`src/rtl/apb_slave_regfile.sv`:
```
// apb_slave_regfile: APB3 completer fronting a NUM_REGS x 32-bit register file.
//
// Each transfer is accepted in the setup phase. The completer then inserts
// wait_cfg + 1 wait states, asserts a registered pready for exactly one cycle
// and returns to idle. Register 0 is a read-only ID word. Bad accesses complete
// with pslverr set and leave the register file untouched.
//
// Ports
//   pclk, presetn   clock (rising edge) and asynchronous active-low reset
//   psel, penable   APB select and access-phase strobes
//   pwrite          1 = write, 0 = read
//   paddr, pwdata   byte address and write data
//   wait_cfg        extra wait states, sampled in the setup phase only
//   pready          transfer complete, high for one cycle
//   prdata, pslverr read data and error, both zero whenever pready is low
//   regs_q          flat register contents, reg i on bits [32*i+31:32*i]
module apb_slave_regfile #(
    parameter int unsigned          ADDR_W    = 16,
    parameter int unsigned          DATA_W    = 32,
    parameter int unsigned          NUM_REGS  = 8,
    parameter logic [ADDR_W-1:0]    BASE_ADDR = 16'h0000,
    parameter logic [DATA_W-1:0]    ID_VALUE  = 32'hA5B0_0001
) (
    input  logic                       pclk,
    input  logic                       presetn,
    input  logic                       psel,
    input  logic                       penable,
    input  logic                       pwrite,
    input  logic [ADDR_W-1:0]          paddr,
    input  logic [DATA_W-1:0]          pwdata,
    input  logic [2:0]                 wait_cfg,
    output logic                       pready,
    output logic [DATA_W-1:0]          prdata,
    output logic                       pslverr,
    output logic [NUM_REGS*DATA_W-1:0] regs_q
);

    typedef enum logic [1:0] {StIdle, StWait, StDone} state_e;

    state_e              state_q, state_d;
    logic [2:0]          cnt_q, cnt_d;
    logic [ADDR_W-1:0]   addr_q, addr_d;
    logic                write_q, write_d;
    logic [DATA_W-1:0]   wdata_q, wdata_d;
    logic                pready_d;
    logic [DATA_W-1:0]   prdata_d;
    logic                pslverr_d;
    logic                wr_en;

    // Register 0 is the constant ID word, so storage starts at index 1.
    logic [NUM_REGS-1:1][DATA_W-1:0] regs_r;

    logic [ADDR_W-1:0]   offset;
    logic [ADDR_W-1:0]   idx;
    logic                access_err;
    logic [DATA_W-1:0]   rd_val;

    // Decode always works on the address latched in the setup phase.
    always_comb begin
        offset     = addr_q - BASE_ADDR;
        idx        = offset >> 2;
        access_err = (addr_q[1:0] != 2'b00) || (addr_q < BASE_ADDR) ||
                     (idx >= ADDR_W'(NUM_REGS)) ||
                     (write_q && (idx == '0));
    end

    always_comb begin
        rd_val = ID_VALUE;
        for (int i = 1; i < int'(NUM_REGS); i++) begin
            if (idx == ADDR_W'(i)) begin
                rd_val = regs_r[i];
            end
        end
    end

    always_comb begin
        state_d   = state_q;
        cnt_d     = cnt_q;
        addr_d    = addr_q;
        write_d   = write_q;
        wdata_d   = wdata_q;
        pready_d  = 1'b0;
        prdata_d  = '0;
        pslverr_d = 1'b0;
        wr_en     = 1'b0;

        unique case (state_q)
            StIdle: begin
                // An access phase with no preceding setup is ignored.
                if (psel && !penable) begin
                    addr_d  = paddr;
                    write_d = pwrite;
                    wdata_d = pwdata;
                    cnt_d   = wait_cfg;
                    state_d = StWait;
                end
            end
            StWait: begin
                if (!psel) begin
                    // Master abort: drop the transfer without committing.
                    state_d = StIdle;
                end else if (penable) begin
                    if (cnt_q != 3'd0) begin
                        cnt_d = cnt_q - 3'd1;
                    end else begin
                        pready_d = 1'b1;
                        state_d  = StDone;
                        if (access_err) begin
                            pslverr_d = 1'b1;
                        end else if (write_q) begin
                            wr_en = 1'b1;
                        end else begin
                            prdata_d = rd_val;
                        end
                    end
                end
            end
            StDone: begin
                state_d = StIdle;
            end
            default: begin
                state_d = StIdle;
            end
        endcase
    end

    always_ff @(posedge pclk or negedge presetn) begin
        if (!presetn) begin
            state_q <= StIdle;
            cnt_q   <= '0;
            addr_q  <= '0;
            write_q <= 1'b0;
            wdata_q <= '0;
            pready  <= 1'b0;
            prdata  <= '0;
            pslverr <= 1'b0;
        end else begin
            state_q <= state_d;
            cnt_q   <= cnt_d;
            addr_q  <= addr_d;
            write_q <= write_d;
            wdata_q <= wdata_d;
            pready  <= pready_d;
            prdata  <= prdata_d;
            pslverr <= pslverr_d;
        end
    end

    always_ff @(posedge pclk or negedge presetn) begin
        if (!presetn) begin
            regs_r <= '0;
        end else if (wr_en) begin
            for (int i = 1; i < int'(NUM_REGS); i++) begin
                if (idx == ADDR_W'(i)) begin
                    regs_r[i] <= wdata_q;
                end
            end
        end
    end

    assign regs_q[DATA_W-1:0] = ID_VALUE;
    for (genvar g = 1; g < int'(NUM_REGS); g++) begin : g_regs_out
        assign regs_q[g*DATA_W +: DATA_W] = regs_r[g];
    end

endmodule
```
`config.mk`:
```
export PLATFORM = sky130hd
export DESIGN_NAME = apb_slave_regfile
export DESIGN_NICKNAME = d
export VERILOG_FILES = /design/src/rtl/apb_slave_regfile.sv
export SDC_FILE = /design/constraint.sdc
export NUM_CORES = 1
export LEC_CHECK = 0
export CAP_MARGIN = 20
export CORE_UTILIZATION = 40
export CTS_BUF_LIST = sky130_fd_sc_hd__clkbuf_4
export CTS_CLUSTER_SIZE = 20
export DETAILED_ROUTE_END_ITERATION = 10
export PLACE_DENSITY = 0.77
export SYNTH_ARGS = -nofsm -noshare
export SYNTH_HDL_FRONTEND = slang
export SYNTH_SLANG_ARGS = --single-unit
```
`constraint.sdc`:
```
create_clock -name pclk -period 3.7 [get_ports pclk]
set_input_delay 0.37 -clock pclk [delete_from_list [all_inputs] [get_ports pclk]]
set_output_delay 0.37 -clock pclk [all_outputs]
set_load 0.005 [all_outputs]
```
# Word level (Yosys, flattened, before mapping)
# Cells that the tools add are included.
# word_totals
ff_bits,312
# classes
n_addsub,1
magnitude_cmp,2
n_eq_ne,14
mux,38
n_reduce_logical,21
# ops
cell,n
32-bit two-way mux,13
"14-bit by 3-bit equality test with 1-bit output, second input constant",4
"14-bit by 2-bit equality test with 1-bit output, second input constant",2
16-bit logical NOT,1
"16-bit by 1-bit < comparator with 1-bit output, second input constant",1
2-bit AND reduction,8
1-bit two-way mux,15
"14-bit by 1-bit equality test with 1-bit output, second input constant",1
"14-bit by 4-bit greater-or-equal comparator with 1-bit output, second input constant",1
3-bit two-way mux,4
2-bit two-way mux,4
"2-bit inequality test, second input constant",4
"3-bit inequality test, second input constant",2
3-bit one-hot mux with 2 select lines,1
5-bit AND reduction,1
2-bit one-hot mux with 2 select lines,1
2-bit nonzero test,2
1-bit logical OR,3
3-bit AND reduction,1
3-bit nonzero test,1
"3-bit by 1-bit subtractor with 3-bit output, second input constant",1
"2-bit by 1-bit equality test with 1-bit output, second input constant",1
1-bit logical AND,2
2-bit logical NOT,1
1-bit logical NOT,1

# Depth between registers and ports, before layout
# logic_depth
ltp_word,14
depth_mapped,11
ltp_nobuf,8

# Least setup slack after synthesis
# Ideal clock, no wire load.
# synth_timing
kind,flip-flop to flip-flop
from,reg addr_q[10]
to,reg regs_r (netlist bit regs_q[225])
setup_time_ps,125
arrival_time_ps,2523
required_time_ps,3575
path_slack_ps,1052
stages_incl_launch_ff,7
period_less_slack_ps,2648
path_cell_list,dfrtp_1 or4_4 or4_4 buf_6 nor4_4 buf_6 mux2_4
# synth_between
elab_chain_len,10
# synth_lines
element,line_no,text
start: declaration,42,"logic [ADDR_W-1:0] addr_q, addr_d;"
start signal: assignment,140,addr_q <= addr_d;
16-bit by 1-bit < comparator with 1-bit output,62,access_err = (addr_q[1:0] != 2'b00) || (addr_q < BASE_ADDR) ||
1-bit logical OR (2 in a row),62,
1-bit logical OR,63,(idx >= ADDR_W'(NUM_REGS)) ||
1-bit two-way mux,108,if (access_err) begin
1-bit two-way mux,103,if (cnt_q != 3'd0) begin
1-bit two-way mux,102,end else if (penable) begin
1-bit two-way mux,99,if (!psel) begin
1-bit two-way mux,87,unique case (state_q)
2-bit AND reduction (no line) *,-,
end signal: indexed assignment,155,regs_r[i] <= wdata_q;
end: declaration,51,logic [NUM_REGS-1:1][DATA_W-1:0] regs_r;
# Every way passes the cells marked *; elsewhere a longest branch is shown, timed or not.
# A chain may end at the register's enable or synchronous reset.

# Worst setup path in the final report
# layout_timing
from,reg addr_q[4]
to,reg prdata[29]
# layout_between
elab_chain_len,14
# layout_lines
element,line_no,text
14-bit by 1-bit equality test with 1-bit output,70,if (idx == ADDR_W'(i)) begin
32-bit two-way mux (7 in a row),70,
32-bit two-way mux,110,end else if (write_q) begin
32-bit two-way mux *,108,
32-bit two-way mux *,103,
32-bit two-way mux *,102,
32-bit two-way mux *,99,
32-bit two-way mux *,87,
via prdata_d[29],46,logic [DATA_W-1:0] prdata_d;
end signal: assignment,144,prdata <= prdata_d;
end: declaration,33,"output logic [DATA_W-1:0] prdata,"
# The timed path passes the listed nets; every way through them passes the cells marked *.

==> flow_summary.toml <==
[power]
max-vdd-ir-drop_mv = 0.246
p_leak_nw = 8.55
cellPowerDensity_nw_per_um2 = 426
power_mw = 8.02

[setup_path]
crit_fanout = 21
crit_path_end_kind = "flop"
startpoint_type = "flop"
required_ns = 4.33
cp.arrival_ns = 3.78
timing.rr.start = "addr_q[4]"
worstSetupPathType = "reg2reg"
cp-startpoint = "addr_q[4]"

[clock_network]
htree_levels = 3
clkSlewWorstSetupHoldPaths_ns = 0.06
cts_tree = "done"
cts_sinks = 312
cts_root_buffer = "clkbuf_4"
cts_buffers = 84
clk_path_buf_depth = 3
clk_latency_ns = 0.71

[synth]
synth_top_area_share_pct = 55.8
syn_area_per_cell_um2 = 13.1
syn_inst = 1068
ys_seq_area_share_pct = 55.8
yosysWarnings = 0
synth-seq-cells = 312
ys_top_cells_by_area = "dfrtp_1 (56%), mux2_2 (17%), mux2_4 (3.2%), mux2_1 (2.5%), buf_4 (1.9%)"
syn_area_um2 = 14000
yosys.area.top_type = "dfrtp_1"
ys_types = 49

[floorplanning]
dieArea_um2 = 35700
io_pins = 346
core_area_um2 = 34500
die_w_um = 189
start_util_pct = 40.6
die_y_um = 189
num_rows = 68

[sta]
timing.fmax_mhz = 317
clock_skew_ns = 0.0457
period_needed_ns = 3.15
period_share_pct = 85.2
setup-violations-final = 0
tns_ns = 0
drv_slew = 0
slew_headroom_pct = 40.1
final_hold_viol_count = 0
worstMarginPinSlew_ns = 0.898
rsz0062_at_grt = "no"
timing.hold.ws_ns = 0.263
layout_setup_ws_ns = 0.549

[global_route]
antenna_found_initial = 2
grt_pass1_wl_um = 70000
grt_usage_pct = 26.2
grt_pass1_vias = 11400
grt_max_degree = 116
grt-ovfl-total = 0

[final_layout]
synthToLayoutAreaGrowth_pct = 34.4
finish.utilization_pct = 54.5
drive_gt1_share_pct = 30.7
fin_area_um2 = 18800
final_cells = 1951
num-nets-final = 1493

[place]
place_congestion = 0.823
place_area_um2 = 17700
pre_cts_slack_ns = 0.589
dp_cells = 1803
dp_hpwl_um = 30500
port_buffers = 313

[detailed_routing]
post_drt_wl_per_cell_um = 23.8
num_vias = 10800
dr.pass1.iters = 5
drc = 0
via_per_inst = 5.53
first_iter_violations = 694
drt_wl_total_um = 46400
ant_nets = 0

[min_path]
hold_start = "pwdata[6]"
hp-class = "in2reg"

[run]
drv_cap = 0

[run_status]
outcome = "complete, no violations"
## cell families after synthesis
kind of cell	count (synthesis)	share of synthesized area, %
mux	300	24.8
other cells	2	0.0537
simple gates	147	5.80
compound gates	191	9.11
fa+ha+maj	2	0.179
flops	312	55.8
buf+inv	114	4.28
## layer usage
layer  GRT usage, %  vias up  wire [µm]
met5              0        -          0
met4           10.8        0       1570
met3           8.04      112       4150
met2           42.4      558      22000
met1           32.5     5463      18600
li1               -     4661          -
## power by group
| part | internal [mW] | switching (mW) | leakage (nW) | total (mW) |
|---|---|---|---|---|
| registers | 3.56 | 0.267 | 4.24 | 3.82 |
| logic | 0.382 | 0.595 | 3.65 | 0.977 |
| clock network | 1.79 | 1.43 | 0.659 | 3.21 |
## worst paths after layout
path | cells past startpoint | end | slack, ns
worst max-delay path | 7 | prdata[29] | 0.55
worst min-delay path | 2 | wdata_q[6] | 0.26
worst max register to register | 7 | prdata[29] | 0.55
worst min register to register | 2 | cnt_q[1] | 0.49
max in group asynchronous | 3 | addr_q[3] | 2.43
min in group asynchronous | 2 | regs_q[240] | 0.33
## cells in the final DEF, fill, tap and decap left out, drive strengths merged, types with 15 or more instances in the layout
| cell | Yosys | layout |
|---|---|---|
| nor2b | 20 | 20 |
| mux2i | 23 | 23 |
| nand2 | 33 | 33 |
| clkdlybuf4s50 | 0 | 312 |
| a31oi | 17 | 17 |
| dfrtp | 312 | 312 |
| mux2 | 277 | 277 |
| nor2 | 36 | 36 |
| clkbuf | 50 | 129 |
| o21ai | 43 | 43 |
| a22oi | 20 | 20 |
| buf | 56 | 44 |
| o22ai | 15 | 15 |
| a21oi | 47 | 47 |
| conb | 2 | 32 |
## sequential cells by signal (all words and copies together), names as in the netlist
name     count
addr_q      16
prdata      32
state_q      2
wdata_q     32
regs_q     224
pready       1
cnt_q        3
pslverr      1
write_q      1
## cell type report
| class | count | area, µm² |
|---|---|---|
| Clock buffer | 129 | 968 |
| Inverter | 8 | 30.0 |
| Sequential cell | 312 | 7810 |
| Multi-Input combinational cell | 672 | 5740 |
| Tap cell | 455 | 569 |
| Fill cell | 2933 | 15700 |
| Timing Repair Buffer | 357 | 3520 |
| Antenna cell | 2 | 5.00 |
| Clock inverter | 16 | 146 |
## critical path, stage by stage (launching register included)
cell and delay (ns):
dfrtp_2 0.36, buf_4 0.29, buf_4 0.30, nand2b_1 0.20, nor2_2 0.53, nand2_1 0.67
o21ai_0 0.47, o2111a_1 0.23
## synthesized netlist by cell type, drive strengths merged
library cell  number
a211o              2
nand4b             1
o21ai             43
o22ai             15
inv                8
conb               2
a22oi             20
a2bb2oi            2
nand4              1
nand2             33
or2                3
mux2             277
o221a              8
ha                 2
dfrtp            312
nor2b             20
clkbuf            50
nor4              10
o221ai            12
nand3b             2
nor3b              2
o21bai             1
or4b               1
and3               3
nor3              10
or3                5
a31oi             17
o32a               6
buf               56
nor2              36
a221o             12
nand2b            11
a2111oi            2
a221oi             2
o2111a             1
a21oi             47
a311oi             1
nand3              4
mux2i             23
or4                5
## timing repair
item / in CTS / in global routing
resized for setup: 0 / 0
setup buffers: 0 / 0
endpoints found under the hold margin: 111 / 0
hold buffers: 1 / 0
No activity file was read; power rests on OpenSTA's default activity.
